## src/rtl/timer_pkg.sv

```systemverilog
// Shared definitions for the down_timer block.
//   state_t      : FSM state encoding (IDLE, ARMED, RUN, DONE)
//   MODE_*       : reload-mode encoding captured alongside each load
package timer_pkg;

  typedef enum logic [1:0] {
    IDLE  = 2'd0,
    ARMED = 2'd1,
    RUN   = 2'd2,
    DONE  = 2'd3
  } state_t;

  localparam logic MODE_ONESHOT  = 1'b0;
  localparam logic MODE_PERIODIC = 1'b1;

endpackage

```

## src/rtl/tick_prescaler.sv

```systemverilog
// Divides the clock into count ticks: one tick every PRESCALE enabled cycles.
// The internal counter is held at zero whenever enable is low, so the first
// tick after enable rises lands in the PRESCALE-th enabled cycle.
//   clk    : system clock
//   rst    : asynchronous reset, active-low
//   enable : count permission (timer running and not being stopped)
//   tick   : high for the enabled cycle in which the counter reaches PRESCALE-1
module tick_prescaler #(
  parameter int PRESCALE = 1
) (
  input  logic clk,
  input  logic rst,
  input  logic enable,
  output logic tick
);

  localparam int CW = (PRESCALE > 1) ? $clog2(PRESCALE) : 1;
  localparam logic [CW-1:0] LAST = CW'(PRESCALE - 1);

  logic [CW-1:0] pcnt;

  assign tick = enable && (pcnt == LAST);

  always_ff @(posedge clk or negedge rst) begin
    if (!rst) begin
      pcnt <= '0;
    end else if (!enable || tick) begin
      pcnt <= '0;
    end else begin
      pcnt <= pcnt + 1'b1;
    end
  end

endmodule

```

## src/rtl/down_timer.sv

```systemverilog
// Programmable down-counting timer. A start value is loaded over a
// valid/ready handshake, the timer is started, and it counts down to zero on
// prescaled ticks. The tick that sees zero raises a one-cycle tc pulse, after
// which the timer either stops in DONE (one-shot) or reloads (periodic).
//   clk        : system clock
//   rst        : asynchronous reset, active-low
//   load_valid : load request;  load_ready : load can be accepted (not RUN)
//   load_value : reload value;  load_mode  : 0 one-shot, 1 periodic
//   start      : start/resume (level);  stop : pause (level, wins over start)
//   count      : current count;  busy : in RUN;  tc : terminal-count pulse
module down_timer
  import timer_pkg::*;
#(
  parameter int WIDTH    = 8,
  parameter int PRESCALE = 1
) (
  input  logic             clk,
  input  logic             rst,
  input  logic             load_valid,
  output logic             load_ready,
  input  logic [WIDTH-1:0] load_value,
  input  logic             load_mode,
  input  logic             start,
  input  logic             stop,
  output logic [WIDTH-1:0] count,
  output logic             busy,
  output logic             tc
);

  state_t           st;
  logic [WIDTH-1:0] cnt_q;
  logic [WIDTH-1:0] reload_q;
  logic             mode_q;
  logic             tc_q;
  logic             enable;
  logic             tick;
  logic             load_acc;
  logic             go;

  assign load_ready = (st != RUN);
  assign busy       = (st == RUN);
  assign count      = cnt_q;
  assign tc         = tc_q;

  assign load_acc = load_valid && load_ready;
  assign go       = start && !stop;
  // A stop cycle disables the prescaler, which both clears it and swallows
  // any tick that would have landed in that cycle.
  assign enable   = (st == RUN) && !stop;

  tick_prescaler #(
    .PRESCALE (PRESCALE)
  ) u_prescaler (
    .clk    (clk),
    .rst    (rst),
    .enable (enable),
    .tick   (tick)
  );

  always_ff @(posedge clk or negedge rst) begin
    if (!rst) begin
      st       <= IDLE;
      cnt_q    <= '0;
      reload_q <= '0;
      mode_q   <= MODE_ONESHOT;
      tc_q     <= 1'b0;
    end else begin
      tc_q <= tick && (cnt_q == '0);

      // load_ready is low in RUN, so this never competes with counting.
      if (load_acc) begin
        reload_q <= load_value;
        cnt_q    <= load_value;
        mode_q   <= load_mode;
      end

      case (st)
        IDLE: begin
          if (load_acc) st <= ARMED;
        end
        ARMED: begin
          // A load in the same cycle is captured above and run immediately.
          if (go) st <= RUN;
        end
        RUN: begin
          if (stop) begin
            st <= ARMED;
          end else if (tick) begin
            if (cnt_q != '0) begin
              cnt_q <= cnt_q - 1'b1;
            end else if (mode_q == MODE_PERIODIC) begin
              cnt_q <= reload_q;
            end else begin
              st <= DONE;
            end
          end
        end
        DONE: begin
          if (load_acc) begin
            st <= ARMED;
          end else if (go) begin
            st    <= RUN;
            cnt_q <= reload_q;
          end
        end
        default: st <= IDLE;
      endcase
    end
  end

endmodule
```

## config.mk

```make
export PLATFORM = sky130hd
export DESIGN_NAME = down_timer
export DESIGN_NICKNAME = d
export VERILOG_FILES = /design/src/rtl/timer_pkg.sv /design/src/rtl/tick_prescaler.sv /design/src/rtl/down_timer.sv
export SDC_FILE = /design/constraint.sdc
export NUM_CORES = 1
export LEC_CHECK = 0
export CORE_MARGIN = 1.5
export CORE_UTILIZATION = 53
export CTS_BUF_LIST = sky130_fd_sc_hd__clkbuf_4 sky130_fd_sc_hd__clkbuf_8
export CTS_CLUSTER_SIZE = 14
export DETAILED_ROUTE_END_ITERATION = 8
export GPL_ROUTABILITY_DRIVEN = 0
export PLACE_DENSITY = 0.9
export SLEW_MARGIN = 10
export SYNTH_ARGS = -nofsm -noshare
export SYNTH_HDL_FRONTEND = slang
export SYNTH_SLANG_ARGS = --single-unit
```

## constraint.sdc

```tcl
create_clock -name clk -period 2.2 [get_ports clk]
set_clock_uncertainty 0.1 [all_clocks]
set_input_delay 0.66 -clock clk [delete_from_list [all_inputs] [get_ports clk]]
set_output_delay 0.66 -clock clk [all_outputs]
set_load 0.1 [all_outputs]
```

==> impl_metrics.py <==
metrics = {
    "flow_run": {
        "maxCapViolCount": 0,
    },
    "routing": {
        "via_per_inst": 6.30,
        "drt_iter0_drc": 48,
        "wl_per_cell_um": 18.6,
        "via_count": 1241,
        "drt-total-wl_um": 3660,
        "drtPass1Iterations": 5,
        "drcViolationCount": 0,
        "antenna_left": 0,
    },
    "clock_tree": {
        "numCtsBuffers": 3,
        "root_buffer": "clkbuf_4",
        "path_clk_slew_ns": 0.12,
        "clock_latency_ns": 0.32,
        "htree_num_levels": 1,
        "cts_tree": "built",
        "ctsLongestPathBuffers": 2,
        "cts.sinks": 21,
    },
    "critical_path": {
        "cp_slowest_cell": "clkdlybuf4s50_1",
        "crit_family": "simple AND/OR/NAND/NOR gates",
        "critical_path_cell_count": 6,
        "arrival_ns": 2.21,
        "r2r_cells": 7,
        "worstPathCellList": "clkdlybuf4s50_1, nand2b_1, and4bb_2, nand2b_2, a2bb2oi_1, o211ai_1",
        "endpoint_kind": "flop",
        "cp.required_ns": 2.29,
        "crit_buf_inv": 1,
        "worstSetupPathType": "in2reg",
        "slowest_delay_ns": 0.45,
        "cp_max_fo": 5,
        "worst_setup_path_start_kind": "input port",
    },
    "die": {
        "die_y_um": 52.5,
        "start_util_pct": 57.5,
        "std_cell_rows": 17,
        "dieArea_um2": 2750,
        "fp.dieW_um": 52.5,
        "pin_count": 25,
        "core_area_um2": 2250,
    },
    "logic_synthesis": {
        "yosysWarnings": 0,
        "synth_cell_type_count": 45,
        "syn_avg_cell_area_um2": 9.98,
        "synthesis.area_um2": 1300,
        "synth_edf_count": 0,
        "synth_nets": 145,
        "syn_inst": 130,
        "async_reset_ff_share_pct": 100,
        "ys_seq_area_share_pct": 40.5,
        "ys_seq_elements": 21,
        "synth_top_flop_cell": "dfrtp_1",
    },
    "grt": {
        "grt_pass1_wl_um": 5640,
        "grt_pass1_vias": 1195,
        "overflow": 0,
        "antenna_found_initial": 0,
        "grt_max_degree": 22,
        "gr-usage-all-layers_pct": 29.2,
    },
    "finish": {
        "fin_nets": 185,
        "area_growth_pct": 40.4,
        "post_route_cells_drive_above_1_share_pct": 33.1,
        "final_cell_area_um2": 1820,
        "fin_util_pct": 80.8,
        "num-fill-cells": 129,
        "antenna_cells": 0,
    },
    "timing": {
        "drv_slew": 0,
        "rsz0062_at_grt": "no",
        "fin_crit_ns": 2.12,
        "setup_ws_ns": 0.0783,
        "hold_violations": 0,
        "setup_viol_count_final": 0,
        "finalCritPeriodShare_pct": 96.4,
        "fmax_mhz": 471,
        "hold-worst-slack_ns": 0.407,
    },
    "placement": {
        "port_buffers": 24,
        "place_ws_ns": -0.212,
        "hpwl_um": 2810,
        "place_area_um2": 1780,
    },
    "hold_path": {
        "min_path_cells": 1,
        "hold_class": "reg2reg",
    },
    "pwr": {
        "ir_worst_vdd_v": 0.000730,
        "total_leakage_power_nw": 0.838,
        "power_mw": 1.80,
        "p_per_area_nw_per_um2": 991,
    },
    "outcome": {
        "status": "completed",
    },
}
-- worst register-to-register path, cell delays in order (launching register included) --
cell and delay (ns):
dfrtp_2 0.49, inv_1 0.09, ha_1 0.24, nor3b_4 0.29
nand2_4 0.14, or2_4 0.26, o21ai_0 0.19, o311a_1 0.21
-- stage by stage --
step	instances	setup TNS, ns
floorplan	130	0
global placement	193	-0.546
detailed placement	193	-1.26
CTS	197	0
global route	197	0
finish	197	0
-- synth_stat cells, types with 2 or more instances --
cell / number / share of area [%]
clkbuf_1: 2 / 0.58
o211ai_1: 4 / 2.3
dfrtp_1: 21 / 41
nor3_1: 2 / 0.77
nand2b_1: 3 / 1.4
mux2i_1: 5 / 3.9
a21oi_1: 8 / 3.1
a2bb2oi_1: 3 / 2.0
nor2_1: 7 / 2.0
nand2_1: 13 / 3.8
mux2_2: 9 / 7.8
inv_1: 6 / 1.7
a21o_1: 2 / 1.2
xor2_1: 4 / 2.7
nand3_1: 7 / 2.7
a221o_1: 2 / 1.5
buf_2: 2 / 0.77
a211o_1: 3 / 2.0
-- path summary, 6_finish.rpt --
kind | startpoint | endpoint | slack, ns
worst max-delay path | stop | count[1] | 0.08
worst min-delay path | reload_q[2] | reload_q[2] | 0.41
worst max register to register | count[1] | st[0] | 0.12
worst min register to register | reload_q[2] | reload_q[2] | 0.41
max in group asynchronous | rst | count[2] | 1.20
min in group asynchronous | rst | st[1] | 0.57
-- power breakdown --
part / switching (mW) / total, mW / internal, mW
Combinational: 0.567 / 0.971 / 0.404
Sequential: 0.156 / 0.623 / 0.466
Clock: 0.127 / 0.210 / 0.0834
Total: 0.850 / 1.80 / 0.954
-- kinds of logic after synthesis --
group,synth area share [%]
flops,40.5
buf+inv,4.05
compound gates,17.5
other cells,0.289
xor+xnor,3.37
mux,11.7
simple gates,21.7
fa+ha+maj,0.964
-- what timing repair did --
action                                  4_1_cts  5_1_grt
hold buffers                                  0        0
endpoints found under the setup margin        0        2
buffers inserted                              0        0
gates resized for setup                       0        2
-- flip-flops by register name, indices dropped and copies added (netlist names) --
name and cells:
count 8, reload_q 8, st 2, mode_q 1
tc 1, u_prescaler.pcnt 1
-- layout by cell type (no fill, tap or decap), types with 2 or more instances in the layout --
cell	Yosys	layout
nor3_1	2	2
buf_12	0	11
o211ai_1	4	4
a21oi_1	8	8
buf_4	1	17
dfrtp_2	0	3
a221o_1	2	2
clkbuf_4	0	4
dfrtp_1	21	18
nand2b_1	3	2
clkdlybuf4s50_1	0	13
mux2_2	9	9
nand3_1	7	7
xor2_1	4	4
a21o_1	2	2
a2bb2oi_1	3	3
mux2i_1	5	5
nand2_1	13	13
nor2_1	7	7
a211o_1	3	3
inv_1	6	6
-- layout make-up --
cell class,instances,area [µm²],area share [%]
multi-input combinational,97,727,39.9
sequential,21,529,29.1
timing repair buffer,41,478,26.2
tap,28,35.0,1.92
clock buffer,4,30.0,1.65
inverter,6,22.5,1.24
-- routing by layer --
metal  vias up  global-route usage (%)  wire length (µm)
met5         -                       0                 0
met3        29                    3.71               229
li1        553                       -                 -
met2        86                    51.2              1810
met1       573                    33.3              1410
met4         0                    17.5               204
Power figures use the tool's default switching activity.
